### src/rtl/conv3x3_window_gen.sv
// Streaming 3x3 sliding-window generator: two line buffers plus a 3x3 shift register, raster-order input.
// Optional build macro WINGEN_WIN_CNT_EN adds the win_cnt output (windows consumed in the current frame).
module conv3x3_window_gen #(
    parameter int DATA_W = 16,
    parameter int IMG_W  = 28,
    parameter int IMG_H  = 28
) (
    input  logic                  clk,
    input  logic                  rst,
    input  logic                  in_valid,
    output logic                  in_ready,
    input  logic [DATA_W-1:0]     in_data,
    output logic                  win_valid,
    input  logic                  win_ready,
    output logic [9*DATA_W-1:0]   win,
`ifdef WINGEN_WIN_CNT_EN
    output logic [$clog2((IMG_W-2)*(IMG_H-2)+1)-1:0] win_cnt,
`endif
    output logic                  frame_done
);
    localparam int CW = $clog2(IMG_W);
    localparam int RW = $clog2(IMG_H);

    // state | meaning
    // IDLE  | waiting for pixel (0,0) of a frame
    // FILL  | rows 0-1, priming the line buffers, no windows
    // RUN   | rows >= 2, windows emitted for columns >= 2
    // DONE  | whole frame accepted, waiting for the last window to drain
    typedef enum logic [1:0] {IDLE, FILL, RUN, DONE} state_t;

    state_t            state_q;
    logic [CW-1:0]     col_q;
    logic [RW-1:0]     row_q;
    logic [DATA_W-1:0] lb0_q [IMG_W];
    logic [DATA_W-1:0] lb1_q [IMG_W];
    logic [DATA_W-1:0] sr_q  [9];
    logic              win_valid_q;
    logic              frame_done_q;

    logic accept, col_last, row_last, emit;

    assign in_ready = (state_q != DONE) && (!win_valid_q || win_ready);
    assign accept   = in_valid && in_ready;
    assign col_last = (col_q == CW'(IMG_W-1));
    assign row_last = (row_q == RW'(IMG_H-1));
    assign emit     = (row_q >= RW'(2)) && (col_q >= CW'(2));

    always_ff @(posedge clk) begin
        if (rst) begin
            state_q      <= IDLE;
            col_q        <= '0;
            row_q        <= '0;
            win_valid_q  <= 1'b0;
            frame_done_q <= 1'b0;
            for (int i = 0; i < 9; i++) sr_q[i] <= '0;
        end else begin
            frame_done_q <= 1'b0;
            if (accept) begin
                // sr_q is row-major: column 2 of each row takes the freshly arrived column
                for (int i = 0; i < 3; i++) begin
                    sr_q[i*3]   <= sr_q[i*3+1];
                    sr_q[i*3+1] <= sr_q[i*3+2];
                end
                sr_q[2]     <= lb0_q[col_q];
                sr_q[5]     <= lb1_q[col_q];
                sr_q[8]     <= in_data;
                win_valid_q <= emit;
                if (col_last) begin
                    col_q <= '0;
                    row_q <= row_last ? '0 : row_q + RW'(1);
                end else begin
                    col_q <= col_q + CW'(1);
                end
                case (state_q)
                    IDLE:    state_q <= FILL;
                    FILL:    if (row_q == RW'(1) && col_last) state_q <= RUN;
                    RUN:     if (row_last && col_last) state_q <= DONE;
                    default: state_q <= state_q;
                endcase
            end else if (win_ready) begin
                win_valid_q <= 1'b0;
            end
            if (state_q == DONE && win_valid_q && win_ready) begin
                state_q      <= IDLE;
                frame_done_q <= 1'b1;
            end
        end
    end

    // Line buffers are never reset; each entry is rewritten before it is read.
    always_ff @(posedge clk) begin
        if (accept && !rst) begin
            lb0_q[col_q] <= lb1_q[col_q];
            lb1_q[col_q] <= in_data;
        end
    end

    for (genvar g = 0; g < 9; g++) begin : g_win
        assign win[g*DATA_W +: DATA_W] = sr_q[g];
    end

    assign win_valid  = win_valid_q;
    assign frame_done = frame_done_q;

`ifdef WINGEN_WIN_CNT_EN
    localparam int NW = $clog2((IMG_W-2)*(IMG_H-2)+1);
    logic [NW-1:0] win_cnt_q;

    always_ff @(posedge clk) begin
        if (rst || frame_done_q) begin
            win_cnt_q <= '0;
        end else if (win_valid_q && win_ready) begin
            win_cnt_q <= win_cnt_q + NW'(1);
        end
    end

    assign win_cnt = win_cnt_q;
`endif

endmodule

### config.mk
export PLATFORM = sky130hd
export DESIGN_NAME = conv3x3_window_gen
export DESIGN_NICKNAME = d
export VERILOG_FILES = /design/src/rtl/conv3x3_window_gen.sv
export SDC_FILE = /design/constraint.sdc
export NUM_CORES = 1
export LEC_CHECK = 0
export ABC_CLOCK_PERIOD_IN_PS = 5500
export CAP_MARGIN = 15
export CORE_AREA = 2 2 305 307
export CTS_CLUSTER_DIAMETER = 200
export CTS_CLUSTER_SIZE = 10
export DETAILED_ROUTE_END_ITERATION = 6
export DIE_AREA = 0 0 307 309
export GPL_TIMING_DRIVEN = 0
export PLACE_DENSITY = 0.67
export SLEW_MARGIN = 20
export SYNTH_ARGS = -nofsm -noshare
export SYNTH_HDL_FRONTEND = slang
export SYNTH_SLANG_ARGS = --single-unit
### constraint.sdc
create_clock -name clk -period 5.5 [get_ports clk]
set_input_delay 0.55 -clock clk [delete_from_list [all_inputs] [get_ports clk]]
set_output_delay 0.55 -clock clk [all_outputs]
set_load 0.02 [all_outputs]
# After elaboration in Yosys (flattened, before gate mapping)
# Memory sizes are Yosys's and may differ from the RTL's. A register that Yosys moved wholly into a read port is not among the register bits.
# Cells that the tools add are included.
[word_totals]
wordCells = 75
output_inout_bits = 147
memories = 3
input_bits = 20
reg_bits = 14
ramBits = 1040
[mem_list]
columns = ["name", "words", "width", "read_ports", "rd_ports_with_merged_regs", "wr", "line_no", "source"]
rows = [
  ["lb0_q", 28, 16, 1, 1, 1, "34", "logic [DATA_W-1:0] lb0_q [IMG_W];"],
  ["lb1_q", 28, 16, 1, 1, 1, "35", "logic [DATA_W-1:0] lb1_q [IMG_W];"],
  ["sr_q", 9, 16, 9, 0, 9, "36", "logic [DATA_W-1:0] sr_q [9];"],
]
[op_classes]
n_reduce_logical = 17
mux = 28
n_eq_ne = 9
add_sub_neg = 2
order_cmp = 2
n_bitwise = 9
[op_table]
columns = ["operator", "n"]
rows = [
  ["16-bit two-way mux", 9],
  ["5-bit two-way mux", 6],
  ["5-bit by 1-bit adder with 5-bit output, second input constant", 2],
  ["5-bit equality test, second input constant", 2],
  ["5-bit by 2-bit greater-or-equal comparator with 1-bit output, second input constant", 2],
  ["1-bit two-way mux", 10],
  ["1-bit bitwise OR", 9],
  ["1-bit logical AND", 8],
  ["2-bit inequality test, second input constant", 3],
  ["2-bit one-hot mux with 3 select lines", 1],
  ["5-bit by 1-bit equality test with 1-bit output, second input constant", 1],
  ["2-bit equality test, second input constant", 2],
  ["2-bit two-way mux", 2],
  ["4-bit AND reduction", 1],
  ["3-bit nonzero test", 1],
  ["2-bit by 1-bit equality test with 1-bit output, second input constant", 1],
  ["1-bit logical NOT", 2],
  ["2-bit logical NOT", 1],
  ["2-bit AND reduction", 1],
  ["2-bit nonzero test", 1],
  ["2-bit OR reduction", 1],
  ["1-bit logical OR", 1],
]

# Logic depth before layout (Yosys ltp)
# Gate-level depths: netlist of run 1.
[depth]
ltp_word = 8
mapped_depth = 8
ltp_nobuf = 6

# Least setup slack after synthesis of run 1
# No wires, ideal clock.
[synth_timing]
path_type = "input-to-reg"
from = "input port win_ready"
to = "memory sr_q[0][0], enable pin"
setup_slack_ns = 0.951
n_path_buf = 1
required_time_ns = 4.272
setup_ns = 1.228
cell_stages = 4
arrival_time_ns = 3.321
cell_sequence = "nand2b_1 > buf_2 > nand2_1 > nand2_1"
[synth_lines]
columns = ["item", "line_no", "source"]
rows = [
  ["start: declaration", "14", "input logic win_ready,"],
  ["end: declaration", "36", ""],
]

# Worst setup path after layout of run 1
[layout_timing]
from = "register state_q[0]"
to = "memory lb0_q[10][0], enable pin"
[layout_via]
elab_chain_cells = 6
[layout_lines]
columns = ["item", "line_no", "source"]
rows = [
  ["start: declaration", "31", "state_t state_q;"],
  ["start signal: assignment", "78", "default: state_q <= state_q;"],
  ["2-bit inequality test", "42", "assign in_ready = (state_q != DONE) && (!win_valid_q || win_ready);"],
  ["1-bit logical AND", "42", ""],
  ["1-bit logical AND", "43", "assign accept = in_valid && in_ready;"],
  ["1-bit logical AND", "92", "if (accept && !rst) begin"],
  ["1-bit two-way mux", "92", ""],
  ["1-bit two-way mux (implied by the code)", "93", "lb0_q[col_q] <= lb1_q[col_q];"],
  ["end: declaration", "34", ""],
]
# No other way between the ends.

==> key figures, run 1 <==
Setup path
  – Worst path top cell family by delay: simple AND/OR/NAND/NOR gates
  – CP Cell Sequence: ha_1, nand2b_1, nor3_1, clkbuf_1, nand2_1, nor2_4, buf_12
  – WS Path Type: flip-flop to flip-flop
  – Crit path max fanout: 17
  – Worst Path Required: 5.84 ns
  – Crit path DAT: 4.34 ns
  – Critical Path End Type: flip-flop
  – Critical path startpoint category: flip-flop
  – Max stage delay on crit path: 0.84 ns
  – Buf/Inv on CP: 2
  – Crit-path slowest cell: nor2_4

Placement
  – Post-Place Worst Slack: 1.19 ns
  – RD Place Congestion: 0.851
  – Port-buffer cells: 166
  – Post-Place Cell Area: 45600 sq um
  – Placed insts: 3372
  – Final HPWL DP: 70700 um

STA
  – Final min period: 4.00 ns
  – Post-route clock period utilization: 72.8%
  – Fmax: 250 MHz
  – Slew margin rel.: 26.4%
  – Setup-failing EPs final: 0
  – Worst-Margin Slew: 1.10 ns
  – RSZ-0062 raised after global routing: no
  – Skew final: 0.0688 ns
  – Worst setup margin: 1.50 ns
  – Slew Limit Fails: 0
  – Final Hold Viols: 0

Clocking
  – # resized after CTS: 0
  – CTS tree: done
  – CTS H-Tree Depth: 3
  – CTS buffer count: 115
  – Hold buffer count at cts: 0
  – Clock Root Buffer: clkbuf_16
  – Sinks on Clock Net: 1059
  – Worst-path clk slew: 0.06 ns
  – Maximum clock path buffer count: 3
  – Number of setup buffers added after CTS: 0
  – Skew-Pair Late Insertion Delay: 0.71 ns

Synth
  – Syn_area_per_cell: 20.8 sq um
  – Yosys cell types: 56
  – Synthesis warning total: 0
  – Post-Syn Nets: 1996
  – Synth Flop Type: edfxtp_1
  – Post-Syn Area: 40900 sq um
  – Sequential area share after synthesis: 77.3%
  – Synth async-reset ratio: 0%
  – Post-synth EDFFs: 1040
  – Cells after Synth: 1966
  – #FFs+latches synth: 1059

Finish
  – Layout fillers: 6923
  – Share of layout cells above drive strength 1: 21.4%
  – Area Growth Syn to Fin: 19.1%
  – Design area: 48700 sq um
  – Most frequent cells in the layout: edfxtp_1, mux4_2, clkdlybuf4s50_1
  – Post-route non-filler standard cell count: 3530
  – Commonest non-fill, non-tap cell in the layout: edfxtp_1
  – Final nets: 2334

Floorplan
  – Boundary Pins: 167
  – Std-Cell Rows: 111
  – Initial core utilization: 44.8%
  – Die X: 307 um
  – Core area: 91400 sq um
  – Die span in y: 309 um
  – Die footprint: 94900 sq um

Power and ir drop
  – Max VDD drop: 315 uV
  – Post-layout power: 0.0171 W
  – Leakage power: 15.5 nW
  – Pwr dens: 351 nW/um^2

Drt
  – Routed WL per cell: 30.2 um
  – Routed Wire Length: 106000 um
  – Vias per std cell: 6.02
  – Routed Antenna Nets: 0
  – Drt initial violations: 2364
  – Remaining DRCs: 0
  – DRT Pass-1 Iters: 6
  – Via count: 21300

GRT
  – First-pass GRT wire length: 153000 um
  – Vias in the first global route: 22000
  – All-Layer GR Usage: 22.6%
  – Pin count of the biggest net entering global routing: 54
  – Total congestion overflow: 0
  – Antenna violations before repair: 4

Worst hold path
  – Min-delay worst type: primary input to flip-flop

Run status
  – Status: complete, no violations

Job
  – Max cap viols: 0
==> registers in the layout, indices dropped and copies added (netlist names), named ones only <==
register    flops
state_q         2
win_valid       1
col_q           5
lb1_q         448
frame_done      1
sr_q          144
lb0_q         448
row_q           5
==> metal layers <==
layer  global-route usage, %  routed length (um)
met4                    9.55                4550
met3                    3.84                9200
met2                    37.6               52700
met1                    29.6               40000
met5                       0                   0
==> kinds of logic after synthesis <==
family	Yosys count	synth area share, %
compound gates	174	3.33
fa+ha+maj	10	0.306
buf+inv	114	1.90
flops	1059	77.3
mux	289	12.9
simple gates	320	4.30
==> power by group <==
part / switching (W) / internal, W
Clock: 0.00292 / 0.00380
Combinational: 0.000768 / 0.000485
Sequential: 0.0000497 / 0.00909
==> final timing paths <==
path                                  from            to  slack (ns)  cells after the start
worst max-delay path            state_q[0]  lb0_q[10][0]        1.50                      7
worst min-delay path            in_data[8]  lb1_q[11][8]        0.38                      1
worst max register to register  state_q[0]  lb0_q[10][0]        1.50                      7
worst min register to register    row_q[0]      row_q[0]        0.52                      2
==> Yosys cell counts, types with 25 or more instances <==
cell | count | area [sq um]
mux4_2 | 161 | 3630
mux2i_1 | 84 | 841
a211oi_1 | 25 | 188
nand2_1 | 37 | 139
nor2_1 | 45 | 169
buf_2 | 25 | 125
buf_6 | 25 | 282
and2_1 | 122 | 763
edfxtp_1 | 1040 | 31200
clkbuf_1 | 31 | 116
nand3_1 | 37 | 185
a22oi_1 | 34 | 255
o22ai_1 | 33 | 206
==> per-stage QoR <==
| stage | setup TNS [ns] | util, % | hold WS [ns] |
|---|---|---|---|
| after floorplan | 0 | - | 0.466 |
| after global placement | -634.20 | 48.2 | 0.479 |
| after detailed placement | 0 | 49.9 | 0.513 |
| after CTS | 0 | 53.3 | 0.523 |
| after global routing | 0 | 53.3 | 0.398 |
| final | 0 | 53.3 | 0.381 |
==> layout make-up <==
class	instances	area, sq um	share of cell area (%)
antenna	1	2.50	0.00513
buffer	104	741	1.52
clock buffer	152	3040	6.23
clock inverter	4	110	0.226
inverter	10	37.5	0.0770
multi-input combinational	793	8880	18.2
sequential	1059	31600	64.9
tap	1186	1480	3.04
timing repair buffer	221	2840	5.83
Power figures use the tool's default switching activity.
==> inputs of run 2 (changes only) <==
Settings changed: ABC_CLOCK_PERIOD_IN_PS 5500 to 4050.
Clock period 5.5 ns to 4.05 ns, I/O delays scaled along.
==> run 2 against run 1 <==
The flow now finishes with violations (setup timing). Critical path depth rose by 1. Sequential share of layout area barely moved. Via count fell by 0.79%. Critical endpoint is now lb0_q[4][0]. Final cell count barely moved. Die area did not move. First-iteration DRC count rose by 3.9%. Sequential power rose by 36%. Clock-buffer cell count did not move. Clock power rose by 36%. Flip-flop and latch count did not move.
==> key figures, run 2 (synthesized netlist as in run 1, its figures left out) <==
STA
  – Post-route setup TNS: -0.00482 ns
  – Hold slack: 0.228 ns
  – Worst setup margin: -0.00463 ns
  – Slew margin rel.: 24.5%
  – Post-route clock period utilization: 100%
  – Final min period: 4.05 ns
  – Fmax: 247 MHz
  – Worst-Margin Slew: 1.13 ns
  – Setup-failing EPs final: 2
  – Slew Limit Fails: 0
  – Skew final: 0.0549 ns
  – Final Hold Viols: 0

Power and ir drop
  – Pwr dens: 477 nW/um^2
  – Leakage power: 15.5 nW
  – Max VDD drop: 346 uV
  – Post-layout power: 0.0232 W

Placement
  – Port-buffer cells: 166
  – Final HPWL DP: 71100 um
  – RD Place Congestion: 0.849

Clocking
  – Sinks on Clock Net: 1059
  – Worst-path clk slew: 0.06 ns
  – Hold buffer count at cts: 0
  – Clock Root Buffer: clkbuf_16
  – Maximum clock path buffer count: 3
  – CTS buffer count: 115
  – CTS tree: done
  – CTS H-Tree Depth: 3
  – Skew-Pair Late Insertion Delay: 0.71 ns

Drt
  – Routed Wire Length: 106000 um
  – Vias per std cell: 5.97
  – Routed WL per cell: 30.1 um
  – Routed Antenna Nets: 0
  – Drt initial violations: 2456
  – DRT Pass-1 Iters: 5
  – Remaining DRCs: 0
  – Via count: 21100

Floorplan
  – Die footprint: 94900 sq um
  – Core area: 91400 sq um
  – Boundary Pins: 167
  – Std-Cell Rows: 111
  – Die X: 307 um
  – Die span in y: 309 um
  – Initial core utilization: 44.8%

GRT
  – First-pass GRT wire length: 152000 um
  – Pin count of the biggest net entering global routing: 88
  – All-Layer GR Usage: 22.4%
  – Total congestion overflow: 0
  – Vias in the first global route: 21600
  – Antenna violations before repair: 3

Setup path
  – CP most frequent cell: buf_16
  – Worst r2r path cells: 8
  – Slack of the worst reg-to-reg path: -0.005 ns
  – Crit-path slowest cell: clkdlybuf4s15_1
  – Worst r2r src: state_q[0]
  – Crit path max fanout: 12
  – Capturing point of the worst reg2reg path: lb0_q[4][0]
  – Critical path origin: state_q[0]
  – Critical Path Sink: lb0_q[4][0]
  – Max stage delay on crit path: 0.79 ns
  – CP Cell Sequence: ha_1, nand2b_1, nor3_1, clkdlybuf4s15_1, nand2_1, nor2_4, buf_16, buf_16
  – Worst Path Required: 4.41 ns
  – Critical Path End Type: flip-flop
  – Critical path startpoint category: flip-flop
  – WS Path Type: flip-flop to flip-flop
  – Crit path DAT: 4.42 ns

Finish
  – Multi-input gate area: 8880 sq um
  – Share of layout cells above drive strength 1: 21.4%
  – Seq. cell area: 31600 sq um
  – Commonest non-fill, non-tap cell in the layout: edfxtp_1
  – Area Growth Syn to Fin: 19.1%
  – Layout fillers: 6930
  – Regs by FF count: lb0_q: 448 flops, lb1_q: 448 flops, sr_q: 144 flops
  – ANT cells: 0
  – Final nets: 2333
  – Most frequent cells in the layout: edfxtp_1, mux4_2, clkdlybuf4s50_1

Worst hold path
  – Worst Hold Depth: 1
  – Min-delay worst type: primary input to flip-flop

Job
  – Max cap viols: 0

Run status
  – Status: finished, violations left
  – Failing checks: setup timing
==> run 2: power by group <==
group	leakage (nW)	internal [W]	switching [W]
sequential	9.80	0.0123	0.0000697
combinational	4.20	0.000656	0.00104
clock	1.52	0.00516	0.00397
total	15.5	0.0182	0.00509
==> run 2: critical path, delay by kind of cell, from the launching register on <==
family | cells | cell delay (ns)
buf+inv | 3 | 1.21
flops | 1 | 0.34
fa+ha+maj | 1 | 0.25
simple gates | 4 | 1.91
==> run 2: through the flow <==
step / cells / setup slack [ns] / util [%] / instance area, sq um
2_1_floorplan: 1966 / 0.870 / - / 40900
3_3_place_gp: 3318 / -2.25 / 48.2 / 44100
3_5_place_dp: 3372 / -0.0722 / 49.9 / 45600
4_1_cts: 3529 / 0.162 / 53.3 / 48700
5_1_grt: 3529 / -0.00814 / 53.3 / 48700
6_report: 3529 / -0.00463 / 53.3 / 48700
==> run 2: what timing repair did <==
item	in CTS	in global routing
gates resized for setup	0	2
endpoints found under the setup margin	0	16
setup buffers	0	0
==> run 2: area by class of cell <==
class,instances,share of cell area (%)
inverters,10,0.0770
repair buffers,220,5.78
plain buffers,104,1.54
well taps,1186,3.05
multi-input cells,793,18.2
flip-flops and latches,1059,64.9
clock inverters,5,0.216
clock buffers,152,6.24
==> run 2: worst min path at each step <==
stage,from,endpoint,slack (ns)
3_3_place_gp,row_q[2],row_q[2],0.49
6_report,in_data[8],lb1_q[24][8],0.23
5_1_grt,in_data[9],lb1_q[17][9],0.25
4_1_cts,win_ready,frame_done,0.36
2_1_floorplan,row_q[2],row_q[2],0.47
3_5_place_dp,state_q[0],state_q[0],0.50
==> run 2: layer usage <==
layer / track usage (%) / part of all wire [%] / vias up
met5: 0 / 0 / -
li1: - / - / 8723
met3: 4.36 / 8.6 / 244
met1: 29.3 / 38 / 11000
met2: 37.2 / 49 / 1132
met4: 9.30 / 4.4 / 0
==> inputs of run 3 (changes only) <==
--- a/constraint.sdc
+++ b/constraint.sdc
@@ -3,2 +3,2 @@
 set_output_delay 0.405 -clock clk [all_outputs]
-set_load 0.02 [all_outputs]
+set_load 0.05 [all_outputs]
==> results of run 3 <==
Same layout as run 2 (identical final DEF). Status: finished, violations left: setup timing.
Main changes from that run: total power 0.0232 W -> 0.0235 W
